--- src/rtl/alu_arbiter.sv ---
// Round-robin arbiter sharing one registered ALU between two valid/ready requesters.
// Issue is combinational and the response follows one cycle later; an unaccepted response blocks new grants.
module alu_arbiter #(
  parameter int DATA_W = 32,
  parameter int CNT_W  = 16
) (
  input  logic              clk,
  input  logic              in_rst_n,
  input  logic              in_req0_valid,
  input  logic [DATA_W-1:0] in_req0_a,
  input  logic [DATA_W-1:0] in_req0_b,
  input  logic [2:0]        in_req0_op,
  output logic              out_req0_ready,
  input  logic              in_req1_valid,
  input  logic [DATA_W-1:0] in_req1_a,
  input  logic [DATA_W-1:0] in_req1_b,
  input  logic [2:0]        in_req1_op,
  output logic              out_req1_ready,
  output logic [DATA_W-1:0] out_alu_a,
  output logic [DATA_W-1:0] out_alu_b,
  output logic [2:0]        out_alu_op,
  input  logic [DATA_W-1:0] in_alu_result,
  input  logic              in_alu_zero,
  input  logic              in_alu_neg,
  output logic              out_rsp_valid,
  output logic              out_rsp_id,
  output logic [DATA_W-1:0] out_rsp_result,
  output logic              out_rsp_zero,
  output logic              out_rsp_neg,
  input  logic              in_rsp_ready,
  output logic [CNT_W-1:0]  out_grant_cnt0,
  output logic [CNT_W-1:0]  out_grant_cnt1
);

  localparam logic [2:0] OP_NOP = 3'b011;

  logic             rsp_valid;
  logic             rsp_id;
  logic             last_grant;
  logic [CNT_W-1:0] grant_cnt0;
  logic [CNT_W-1:0] grant_cnt1;
  logic             slot_open;
  logic             grant0;
  logic             grant1;

  // Reset gates the grant so readies and the ALU drive are idle while reset is held.
  assign slot_open = in_rst_n && (!rsp_valid || in_rsp_ready);
  assign grant0    = slot_open && in_req0_valid && (!in_req1_valid || last_grant);
  assign grant1    = slot_open && in_req1_valid && (!in_req0_valid || !last_grant);

  assign out_req0_ready = grant0;
  assign out_req1_ready = grant1;

  always_comb begin
    out_alu_a  = '0;
    out_alu_b  = '0;
    out_alu_op = OP_NOP;
    if (grant0) begin
      out_alu_a  = in_req0_a;
      out_alu_b  = in_req0_b;
      out_alu_op = in_req0_op;
    end else if (grant1) begin
      out_alu_a  = in_req1_a;
      out_alu_b  = in_req1_b;
      out_alu_op = in_req1_op;
    end
  end

  always_ff @(posedge clk or negedge in_rst_n) begin
    if (!in_rst_n) begin
      rsp_valid  <= 1'b0;
      rsp_id     <= 1'b0;
      last_grant <= 1'b1;
      grant_cnt0 <= '0;
      grant_cnt1 <= '0;
    end else begin
      if (grant0 || grant1) begin
        rsp_valid  <= 1'b1;
        rsp_id     <= grant1;
        last_grant <= grant1;
      end else if (in_rsp_ready) begin
        rsp_valid <= 1'b0;
      end
      if (grant0) grant_cnt0 <= grant_cnt0 + CNT_W'(1);
      if (grant1) grant_cnt1 <= grant_cnt1 + CNT_W'(1);
    end
  end

  assign out_rsp_valid  = rsp_valid;
  assign out_rsp_id     = rsp_id;
  assign out_rsp_result = in_alu_result;
  assign out_rsp_zero   = in_alu_zero;
  assign out_rsp_neg    = in_alu_neg;
  assign out_grant_cnt0 = grant_cnt0;
  assign out_grant_cnt1 = grant_cnt1;

endmodule

--- config.mk ---
export PLATFORM = sky130hd
export DESIGN_NAME = alu_arbiter
export DESIGN_NICKNAME = d
export VERILOG_FILES = /design/src/rtl/alu_arbiter.sv
export SDC_FILE = /design/constraint.sdc
export NUM_CORES = 1
export LEC_CHECK = 0
export BUFFER_PORTS_ARGS = -buffer_cell sky130_fd_sc_hd__buf_2
export CAP_MARGIN = 30
export CORE_AREA = 2 2 121 123
export CTS_BUF_LIST = sky130_fd_sc_hd__clkbuf_4 sky130_fd_sc_hd__clkbuf_8 sky130_fd_sc_hd__clkbuf_16
export DETAILED_ROUTE_END_ITERATION = 12
export DIE_AREA = 0 0 123 125
export PLACE_DENSITY = 0.59
export RECOVER_POWER = 25
export SYNTH_ARGS = -nofsm -noshare
export SYNTH_HDL_FRONTEND = slang
export SYNTH_SLANG_ARGS = --single-unit
--- constraint.sdc ---
create_clock -name clk -period 2 [get_ports clk]
set_clock_uncertainty 0.2 [all_clocks]
set_input_delay 0.4 -clock clk [delete_from_list [all_inputs] [get_ports clk]]
set_output_delay 0.4 -clock clk [all_outputs]
set_load 0.02 [all_outputs]
==> results of run 1 <==
## where the power goes
part | internal (mW) | switching [mW]
Sequential | 0.818 | 0.120
Clock | 0.544 | 0.284
Combinational | 0.897 | 0.899
## cell usage in the layout, fill, tap and decap left out, drive strengths merged
master	count
a22o	65
a31oi	1
a41oi	1
and2	4
and3	4
and4	2
buf	274
clkbuf	12
clkinv	1
dfrtp	34
dfstp	1
ha	2
inv	3
nand2	19
nand2b	2
nand3	12
nand4	13
nand4b	1
nor2	4
nor2b	1
nor3	7
nor4	2
o22a	2
xnor2	20
xor2	10
## flip-flops by register name, indices dropped and copies added (netlist names)
name	flops
out_rsp_id	1
out_grant_cnt1	16
last_grant	1
out_rsp_valid	1
out_grant_cnt0	16
## layer usage
layer  vias up  track usage, %
met5         -               0
met4         2           6.016
met3        30           3.057
met2       179           27.98
met1      1462           17.50
li1       1416               -
## cell type report
type,instances,area share (%)
inverter,4,0.6818
multi-input combinational,172,30.95
timing repair buffer,278,43.71
tap,184,4.480
clock buffer,8,3.117
sequential,35,17.07
## worst max-delay path: stages (launching register included)
cell and delay [ns]:
dfstp_2 0.53, buf_4 0.11, nand2_2 0.06, nand4_4 0.11, clkinv_8 0.13, buf_12 0.17, a22o_4 0.23, buf_6 0.13
## logic make-up after synthesis
logic type | after synthesis | synth area share [%]
AOI/OAI and AO/OA | 69 | 23.30
xor gates and xnor gates | 30 | 10.17
adders and majority gates | 2 | 0.9688
buffers and inverters | 54 | 14.20
DFF | 35 | 33.96
and+or+nand+nor | 71 | 17.39
## through the flow
step,std cells,util (%)
after floorplan,261,-
after detailed placement,650,28.41
after global placement,650,28.41
after CTS,674,35.13
after global routing,681,36.18
final,681,36.18
## what timing repair did
action,in CTS,in global routing
setup buffers,10,3
setup endpoints to repair,69,70
gates cloned,9,4
pin swaps,15,18
resized for setup,161,7
## worst max path at each step
stage / endpoint / slack [ns] / depth (start not counted)
final: out_alu_a[12] / -0.37 / 7
after global placement: out_alu_a[12] / -0.24 / 7
after detailed placement: out_alu_b[21] / -0.27 / 7
after global routing: out_alu_b[21] / -0.42 / 7
after floorplan: out_alu_a[28] / -0.05 / 5
after CTS: out_alu_b[21] / -0.38 / 7
==> run summary, run 1 <==
Post-DP Area: 4035 sq um
Crit path time final: 2.372 ns
Synth Flop Type: dfrtp_1
Number of diodes: 0
Chip Width: 123 um
Lkg Pwr: 2.687 nW
GR Overflow Total: 0
Count leader, synth: a22o_1
Setup crit end kind: primary output
Num CTS Buffers: 5
Port buffer count: 241
I/O pin count: 310
Core Area: 14200 sq um
Synth cell types: 31
Worst reg2reg startpoint: last_grant
Worst Reg-to-Reg Cells: 8
Final antenna-violating net count: 0
DRC: 0
Largest net degree at the start of global routing: 36
Top cells by count, synth: 65 x a22o_1, 38 x buf_4, 34 x dfrtp_1
Post-Syn Area: 2582 sq um
Pwr dens: 693.1 nW/um^2
Share of the synthesized area in the top cell type: 32.95%
Final hold viol count: 0
Critical Path Fanout Max: 8
Slew @ Worst Pin: 0.4592 ns
Cells after Synth: 261
CP Launch Type: register
Detailed Route WL: 12880 um
Required time worst endpoint: 1.40 ns
Synth Area per Inst: 9.895 sq um
Final setup margin: -0.3724 ns
Synth-to-layout area growth: 98.98%
Worst VDD drop: 276.9 uV
Hold-fix buffers, CTS: 0
Vias in the first global route: 3176
CTS clk-pin slew, worst paths: 0.06 ns
Post-synth EDFFs: 0
Class of the tightest hold or removal check: in2async
Ys async rst share: 100.0%
Status: complete, but fails checks
Total number of vias: 3089
Syn nets: 436
Placer Congestion: 0.8563
Initial DRC Count: 135
Max Used Layer: met5
Initial DRT Pass Iterations: 4
WHS: 0.2335 ns
Die Height: 125 um
Routed met3 length: 949 um
Clk buf depth: 2
Rows: 44
Die area: 15380 sq um
RSZ-0062 raised after global routing: true
Setup TNS after final layout: -24.25 ns
Initial antenna violation count: 1
Max cap viols: 0
Max Clock Freq: 421.5 MHz
Multi-input gate area: 1590 sq um
Sequential cell area fraction in the yosys report: 33.96%
Vias per cell: 4.536
Wire length on met2: 6710 um
Seq cells post-synth: 35
CTS tree: built
Post-route cell area: 5139 sq um
Dominant cells by area after synthesis: dfrtp_1 33%, a22o_1 22%, buf_4 11%
Final setup viols: 69
Filler cells: 1445
Routed len/inst: 18.91 um
First-pass GRT wire length: 17970 um
H-Tree Depth: 2
Worst Setup SP: last_grant
Clock latency on the worst-skew pair: 0.28 ns
Metal-1 WL: 4848 um
Crit Reg-Reg Endpoint: out_grant_cnt0[4]
Largest area contributor in the netlist: dfrtp_1
NumNets Final: 671
Crit share post-route: 118.6%
Reg area: 877.1 sq um
Total Power: 3.562 mW
Total GRT Usage: 15.44%
Flop2flop setup slack: 0.09 ns
Clk root buf: clkbuf_16
DP HPWL: 9135 um
Layout cell share with drive strength beyond 1: 65.59%
Worst slack at placement: -0.2740 ns
Syn. warnings: 0
Crit path arrival time: 1.77 ns
WS Path Type: reg2out
Max_slew headroom: 69.39%
Slew Viols, Final: 0
CTS sink count: 35
Initial Util: 18.18%
Failing checks: setup timing
Note: power is estimated with default switching activity, not from simulation.
==> inputs of run 2 (changes only) <==
Settings changed: ABC_AREA set to 1, CORE_AREA 2 2 121 123 to 2 2 119 121, CTS_CLUSTER_SIZE set to 20, DIE_AREA 0 0 123 125 to 0 0 121 123, PLACE_DENSITY 0.59 to 0.62.
==> run 2 against run 1 <==
Against the previous run: the flow still finishes with violations (setup timing); first-iteration DRC count fell by 30%; design area fell by 5.0%; synthesized cell count rose by 28%; setup slack improved by 0.055 ns; largest power group unchanged; hold slack got worse by 0.10 ns.
==> run summary, run 2 <==
Status: complete, but fails checks (unchanged)
Failing checks: setup timing (unchanged)
CP cell instances: inv_2 > nand2_2 > inv_2 > nor2_4 > buf_6 > buf_12 > buf_16 > a22o_1 > buf_6 (was buf_4 > nand2_2 > nand4_4 > clkinv_8 > buf_12 > a22o_4 > buf_6)
Synth Flop Type: dfrtp_1 (unchanged)
Total number of vias: 3324 (was 3089)
Post-synth EDFFs: 0 (unchanged)
Cells after Synth: 335 (was 261)
Ys async rst share: 100.0% (unchanged)
Max_slew headroom: 77.39% (was 69.39%)
GR Overflow Total: 0 (unchanged)
Slew Viols, Final: 0 (unchanged)
Mux contribution to synthesized area: 0% (unchanged)
Final antenna-violating net count: 0 (unchanged)
Xor and xnor area share after synthesis: 6.029% (was 10.17%)
Top cells by count, synth: 73 x nand2_1, 65 x a22o_1, 40 x buf_4 (was 65 x a22o_1, 38 x buf_4, 34 x dfrtp_1)
Critical Path Fanout Max: 10 (was 8)
CP Launch Type: register (unchanged)
CTS clk-pin slew, worst paths: 0.05 ns (was 0.06 ns)
Crit path buf inv count: 6 (was 4)
Count leader, synth: nand2_1 (was a22o_1)
Detailed Route WL: 13170 um (was 12880 um)
Dominant cells by area after synthesis: dfrtp_1 31%, a22o_1 21%, buf_4 11% (was dfrtp_1 33%, a22o_1 22%, buf_4 11%)
Most common cell after layout, fill and taps aside: buf_2 (unchanged)
Crit path arrival time: 1.72 ns (was 1.77 ns)
Lkg Pwr: 2.536 nW (was 2.687 nW)
Largest family of logic cells by synthesized area: compound AO/OA/AOI/OAI gates (unchanged)
Placer Congestion: 0.8565 (was 0.8563)
Max Clock Freq: 431.5 MHz (was 421.5 MHz)
WHS: 0.1287 ns (was 0.2335 ns)
Max cap viols: 0 (unchanged)
Initial DRT Pass Iterations: 5 (was 4)
Layout cell share with drive strength beyond 1: 53.87% (was 65.59%)
First-pass GRT wire length: 17650 um (was 17970 um)
H-Tree Depth: 2 (unchanged)
Crit path time final: 2.318 ns (was 2.372 ns)
Final setup viols: 69 (unchanged)
Crit-path leading delay family: buffers and inverters (unchanged)
Syn nets: 510 (was 436)
Seq cells post-synth: 35 (unchanged)
Filler cells: 1420 (was 1445)
Routed len/inst: 17.58 um (was 18.91 um)
Rows: 43 (was 44)
CP max-delay cell: dfstp_2 (unchanged)
Reg area: 877.1 sq um (unchanged)
WS Path Type: reg2out (unchanged)
Simple-gate portion of the synthesized area: 21.12% (was 17.39%)
Synth cell types: 25 (was 31)
Sequential cell area fraction in the yosys report: 31.78% (was 33.96%)
Die Height: 123 um (was 125 um)
Final setup margin: -0.3176 ns (was -0.3724 ns)
Class of the tightest hold or removal check: in2async (unchanged)
DRC: 0 (unchanged)
Synth Area in Adders: 0.9066% (was 0.9690%)
CTS sink count: 35 (unchanged)
Pwr dens: 686.2 nW/um^2 (was 693.1 nW/um^2)
Worst VDD drop: 636.7 uV (was 276.9 uV)
Post-Syn Area: 2760 sq um (was 2582 sq um)
Most frequent cells in the layout: 174 x buf_2, 71 x nand2_1, 69 x buf_6 (was 174 x buf_2, 69 x buf_6, 38 x a22o_1)
Clk buf depth: 2 (unchanged)
Num CTS Buffers: 5 (unchanged)
Initial DRC Count: 95 (was 135)
Total GRT Usage: 15.73% (was 15.44%)
RSZ-0062 raised after global routing: true (unchanged)
Clock latency on the worst-skew pair: 0.28 ns (about the same)
Dpl cells: 721 (was 650)
Syn. warnings: 0 (unchanged)
Vias per cell: 4.438 (was 4.536)
NumNets Final: 742 (was 671)
Die area: 14880 sq um (was 15380 sq um)
Multi-input gate area: 1478 sq um (was 1590 sq um)
Clk root buf: clkbuf_16 (unchanged)
Share of the synthesized area in the top cell type: 30.83% (was 32.95%)
Vias in the first global route: 3090 (was 3176)
I/O pin count: 310 (unchanged)
Crit share post-route: 115.9% (was 118.6%)
Largest net degree at the start of global routing: 34 (was 36)
Synth-to-layout area growth: 76.88% (was 98.98%)
CTS tree: built (unchanged)
Synth Area per Inst: 8.239 sq um (was 9.895 sq um)
Initial antenna violation count: 1 (unchanged)
Layout Utilization: 35.87% (was 36.18%)
Setup crit end kind: primary output (unchanged)
Port buffer count: 241 (unchanged)
Final hold viol count: 0 (unchanged)
DP HPWL: 9960 um (was 9135 um)
Fin cells: 749 (was 681)
Core Area: 13610 sq um (was 14200 sq um)
Initial Util: 20.28% (was 18.18%)
Largest area contributor in the netlist: dfrtp_1 (unchanged)
Chip Width: 121 um (was 123 um)
Delay of the slowest cell on the worst path: 0.54 ns (was 0.53 ns)
Required time worst endpoint: 1.40 ns (about the same)
Slew @ Worst Pin: 0.3366 ns (was 0.4592 ns)
Compound-gate portion of the synthesized area: 22.53% (was 23.30%)
[run 2: cell count changes after synthesis, sizes merged, moves of 3 or more]
cell	previous run	this run
nand3	12	16
nor2	4	29
nand3b	0	3
nand4	13	3
xnor2	20	7
nand2	19	75
and2	4	0
o21ai	0	4
and3	4	0
inv	4	22
[run 2: path summary, 6_finish.rpt]
kind	slack, ns	cells past startpoint	endpoint	start
worst max-delay path	-0.32	9	out_alu_b[26]	last_grant
worst min-delay path	0.13	2	last_grant	in_rst_n
worst max register to register	0.04	12	out_grant_cnt0[3]	last_grant
worst min register to register	0.27	2	out_rsp_id	out_rsp_id
max in group asynchronous	0.71	3	out_rsp_id	in_rst_n
min in group clk	0.27	2	out_rsp_id	out_rsp_id
[run 2: cell type report]
cell class | count | share of cell area (%)
multi-input cells | 226 | 30.27
clock inverters | 3 | 0.4100
inverters | 22 | 1.691
diodes | 1 | 0.05126
clock buffers | 5 | 2.563
flip-flops and latches | 35 | 17.97
repair buffers | 277 | 42.44
well taps | 180 | 4.613
[run 2: power breakdown]
part           internal, mW  switching (mW)
Sequential            0.833           0.145
Clock                 0.458           0.304
Combinational         0.763           0.847
Total                  2.05            1.30
[run 2: metal layers]
metal	share of wire [%]	vias up	GRT usage [%]
met5	0	-	0
met4	2.5	0	4.506
met3	9.5	17	4.751
met2	52	177	28.55
met1	36	1551	17.79
li1	-	1579	-
[run 2: worst reg2reg max path, stage by stage, from the launching register on]
cell and delay [ns]:
dfstp_2 0.54, inv_2 0.04, nand2_2 0.06, inv_2 0.04, nor2_4 0.08, buf_4 0.12, buf_12 0.11, buf_8 0.12
buf_4 0.12, buf_4 0.10, buf_6 0.12, nand2_1 0.07, xnor2_1 0.12
[run 2: stage by stage]
step | power, mW | TNS (ns) | area [sq um] | worst slack (ns)
global route | 3.551 | -22.26 | 4880 | -0.3863
detailed placement | 2.285 | -3.206 | 3975 | -0.1911
floorplan | 1.795 | 0 | 2760 | 0.08547
CTS | 3.370 | -17.67 | 4818 | -0.3130
global placement | 2.280 | -2.920 | 3975 | -0.1793
finish | 3.350 | -17.37 | 4882 | -0.3176
[run 2: cell families after synthesis]
| kind of cell | after synthesis |
|---|---|
| compound gates | 73 |
| xor+xnor | 19 |
| fa+ha+maj | 2 |
| buf+inv | 74 |
| flops | 35 |
| simple gates | 132 |
[run 2: what timing repair did]
action,in CTS,in global routing
setup endpoints to repair,69,77
hold buffers,2,0
gates resized for setup,143,15
cloned,4,0
setup buffers,10,7
hold endpoints to repair,34,0
pin swaps,8,8
==> inputs of run 3 (changes only) <==
Settings changed: CELL_PAD_IN_SITES_DETAIL_PLACEMENT set to 1, CELL_PAD_IN_SITES_GLOBAL_PLACEMENT set to 2, CORE_AREA 2 2 119 121 to unset, CORE_UTILIZATION set to 16, DIE_AREA 0 0 121 123 to unset, PLACE_DENSITY 0.62 to 0.91.
==> run 3 against run 2 <==
Against the previous run: power up 8.0%; the run still ends with setup timing left; core utilization fell by 5.7 points; wire length increased by 16%; hold slack got worse by 0.057 ns; global-route usage increased by 0.60 points; highest routed layer unchanged; design area rose by 3.2%; largest power group unchanged.
==> run summary, run 3 (synthesized netlist as in run 2, its figures left out) <==
Die area: 17780 sq um (was 14880 sq um)
Vias per cell: 4.317 (was 4.438)
Final setup viols: 69 (unchanged)
DP HPWL: 11270 um (was 9960 um)
Crit path arrival time: 1.75 ns (was 1.72 ns)
Max_slew headroom: 55.98% (was 77.39%)
Total Power: 3.619 mW (was 3.350 mW)
CP max-delay cell: dfstp_2 (unchanged)
Clk buf depth: 2 (unchanged)
Rows: 47 (was 43)
Final setup margin: -0.3470 ns (was -0.3176 ns)
CTS tree: built (unchanged)
Crit path buf inv count: 3 (was 6)
GR Overflow Total: 0 (unchanged)
Initial Util: 16.53% (was 20.28%)
Placer Congestion: 0.8124 (was 0.8565)
Lkg Pwr: 2.588 nW (was 2.536 nW)
CTS sink count: 35 (unchanged)
Total GRT Usage: 16.33% (was 15.73%)
Chip Width: 133.3 um (was 121 um)
Total number of vias: 3406 (was 3324)
Most frequent cells in the layout: 174 x buf_2, 72 x buf_6, 70 x nand2_1 (was 174 x buf_2, 71 x nand2_1, 69 x buf_6)
Setup TNS after final layout: -20.13 ns (was -17.37 ns)
WS Path Type: reg2out (unchanged)
Initial DRT Pass Iterations: 4 (was 5)
Required time worst endpoint: 1.40 ns (about the same)
Worst VDD drop: 424.3 uV (was 636.7 uV)
Seq pwr share: 27.2% (was 29.2%)
Switching part of the total power: 37.86% (was 38.68%)
Pwr dens: 718.4 nW/um^2 (was 686.2 nW/um^2)
Clk root buf: clkbuf_16 (unchanged)
CP most frequent cell: nand2_2
Post-route cell area: 5037 sq um (was 4882 sq um)
Initial DRC Count: 76 (was 95)
Largest net degree at the start of global routing: 29 (was 34)
Setup crit end kind: primary output (unchanged)
Filler cells: 2015 (was 1420)
Num CTS Buffers: 5 (unchanged)
Synth-to-layout area growth: 82.50% (was 76.88%)
Flop2flop setup slack: 0.09 ns (was 0.04 ns)
Vias in the first global route: 3621 (was 3090)
I/O pin count: 310 (unchanged)
Layout cell share with drive strength beyond 1: 53.60% (was 53.87%)
NumNets Final: 743 (was 742)
Layout Utilization: 30.16% (was 35.87%)
Crit path time final: 2.347 ns (was 2.318 ns)
DRC: 0 (unchanged)
Max cap viols: 0 (unchanged)
Gate power share: 46.5% (was 48.1%)
Initial antenna violation count: 0 (was 1)
Class of the tightest hold or removal check: in2async (unchanged)
H-Tree Depth: 2 (unchanged)
Number of diodes: 0 (was 1)
First-pass GRT wire length: 21960 um (was 17650 um)
CTS clk-pin slew, worst paths: 0.06 ns (was 0.05 ns)
Crit share post-route: 117.4% (was 115.9%)
Routed len/inst: 19.28 um (was 17.58 um)
CP cell instances: nand2_2 > nand2_2 > nor2_4 > buf_12 > buf_16 > a22o_1 > buf_2 (was inv_2 > nand2_2 > inv_2 > nor2_4 > buf_6 > buf_12 > buf_16 > a22o_1 > buf_6)
Max Clock Freq: 426.1 MHz (was 431.5 MHz)
Die Height: 133.3 um (was 123 um)
Slew Viols, Final: 0 (unchanged)
CP Launch Type: register (unchanged)
Critical Path Fanout Max: 14 (was 10)
Final hold viol count: 0 (unchanged)
Final antenna-violating net count: 0 (unchanged)
Status: complete, but fails checks (unchanged)
Delay of the slowest cell on the worst path: 0.55 ns (was 0.54 ns)
Failing checks: setup timing (unchanged)
Clock power share: 26.3% (was 22.7%)
Detailed Route WL: 15210 um (was 13170 um)
Crit-path leading delay family: flip-flops (was buffers and inverters)
Core Area: 16700 sq um (was 13610 sq um)
Internal power: 2.249 mW (was 2.055 mW)
Slew @ Worst Pin: 0.6581 ns (was 0.3366 ns)
RSZ-0062 raised after global routing: true (unchanged)
Post-DP Area: 3998 sq um (was 3975 sq um)
Port buffer count: 241 (unchanged)
Switching power total: 1.370 mW (was 1.296 mW)
Most common cell after layout, fill and taps aside: buf_2 (unchanged)
Clock latency on the worst-skew pair: 0.28 ns (about the same)
-- run 3: cell count changes in the layout (fill, tap and decap cells not counted), moves of 3 or more --
| cell | change |
|---|---|
| a22o_4 | -3 |
| buf_6 | +3 |
| a22o_1 | +3 |
| buf_4 | -5 |
| buf_16 | +4 |
-- run 3: area by class of cell --
class	count	area, sq um	share of cell area (%)
Timing Repair Buffer	278	2165	42.97
Multi-Input combinational cell	226	1460	28.99
Sequential cell	35	877.1	17.41
Tap cell	220	275.3	5.464
Clock buffer	6	138.9	2.757
Inverter	22	82.58	1.639
Clock inverter	2	38.79	0.7700
-- run 3: metrics by stage --
| step | hold WS [ns] | setup slack (ns) | cells |
|---|---|---|---|
| after floorplan | -0.09559 | 0.08547 | 335 |
| after global placement | 0.2031 | -0.1526 | 759 |
| after detailed placement | 0.2078 | -0.1707 | 759 |
| after CTS | 0.06064 | -0.3258 | 789 |
| after global routing | 0.08970 | -0.3958 | 789 |
| final | 0.07206 | -0.3470 | 789 |
-- run 3: timing repair --
item,in CTS,in global routing
hold endpoints to repair,34,0
resized for setup,144,17
endpoints found under the setup margin,69,79
pin swaps,7,13
gates cloned,7,0
hold buffers,3,0
setup buffers,13,2
-- run 3: power groups by stage --
| stage | Sequential (mW) | Clock (mW) | Combinational, mW |
|---|---|---|---|
| floorplan | 1.10 | 0 | 0.693 |
| global placement | 0.992 | 0 | 1.29 |
| detailed placement | 0.995 | 0 | 1.30 |
| CTS | 0.985 | 0.975 | 1.66 |
| global route | 1.01 | 0.997 | 1.78 |
| finish | 0.984 | 0.952 | 1.68 |
-- run 3: metal layers --
metal / wire length [um] / track usage [%]
met4: 501 / 5.808
met5: 0 / 0
met2: 7616 / 29.14
met3: 1188 / 4.604
met1: 5907 / 18.46
-- run 3: final timing paths --
| check | cells past startpoint | end | startpoint |
|---|---|---|---|
| worst max-delay path | 7 | out_alu_a[24] | last_grant |
| min in group clk | 2 | out_rsp_id | out_rsp_id |
| worst min register to register | 2 | out_rsp_id | out_rsp_id |
| worst max register to register | 11 | out_grant_cnt0[4] | last_grant |
| worst min-delay path | 2 | last_grant | in_rst_n |
| max in group asynchronous | 3 | out_grant_cnt0[2] | in_rst_n |
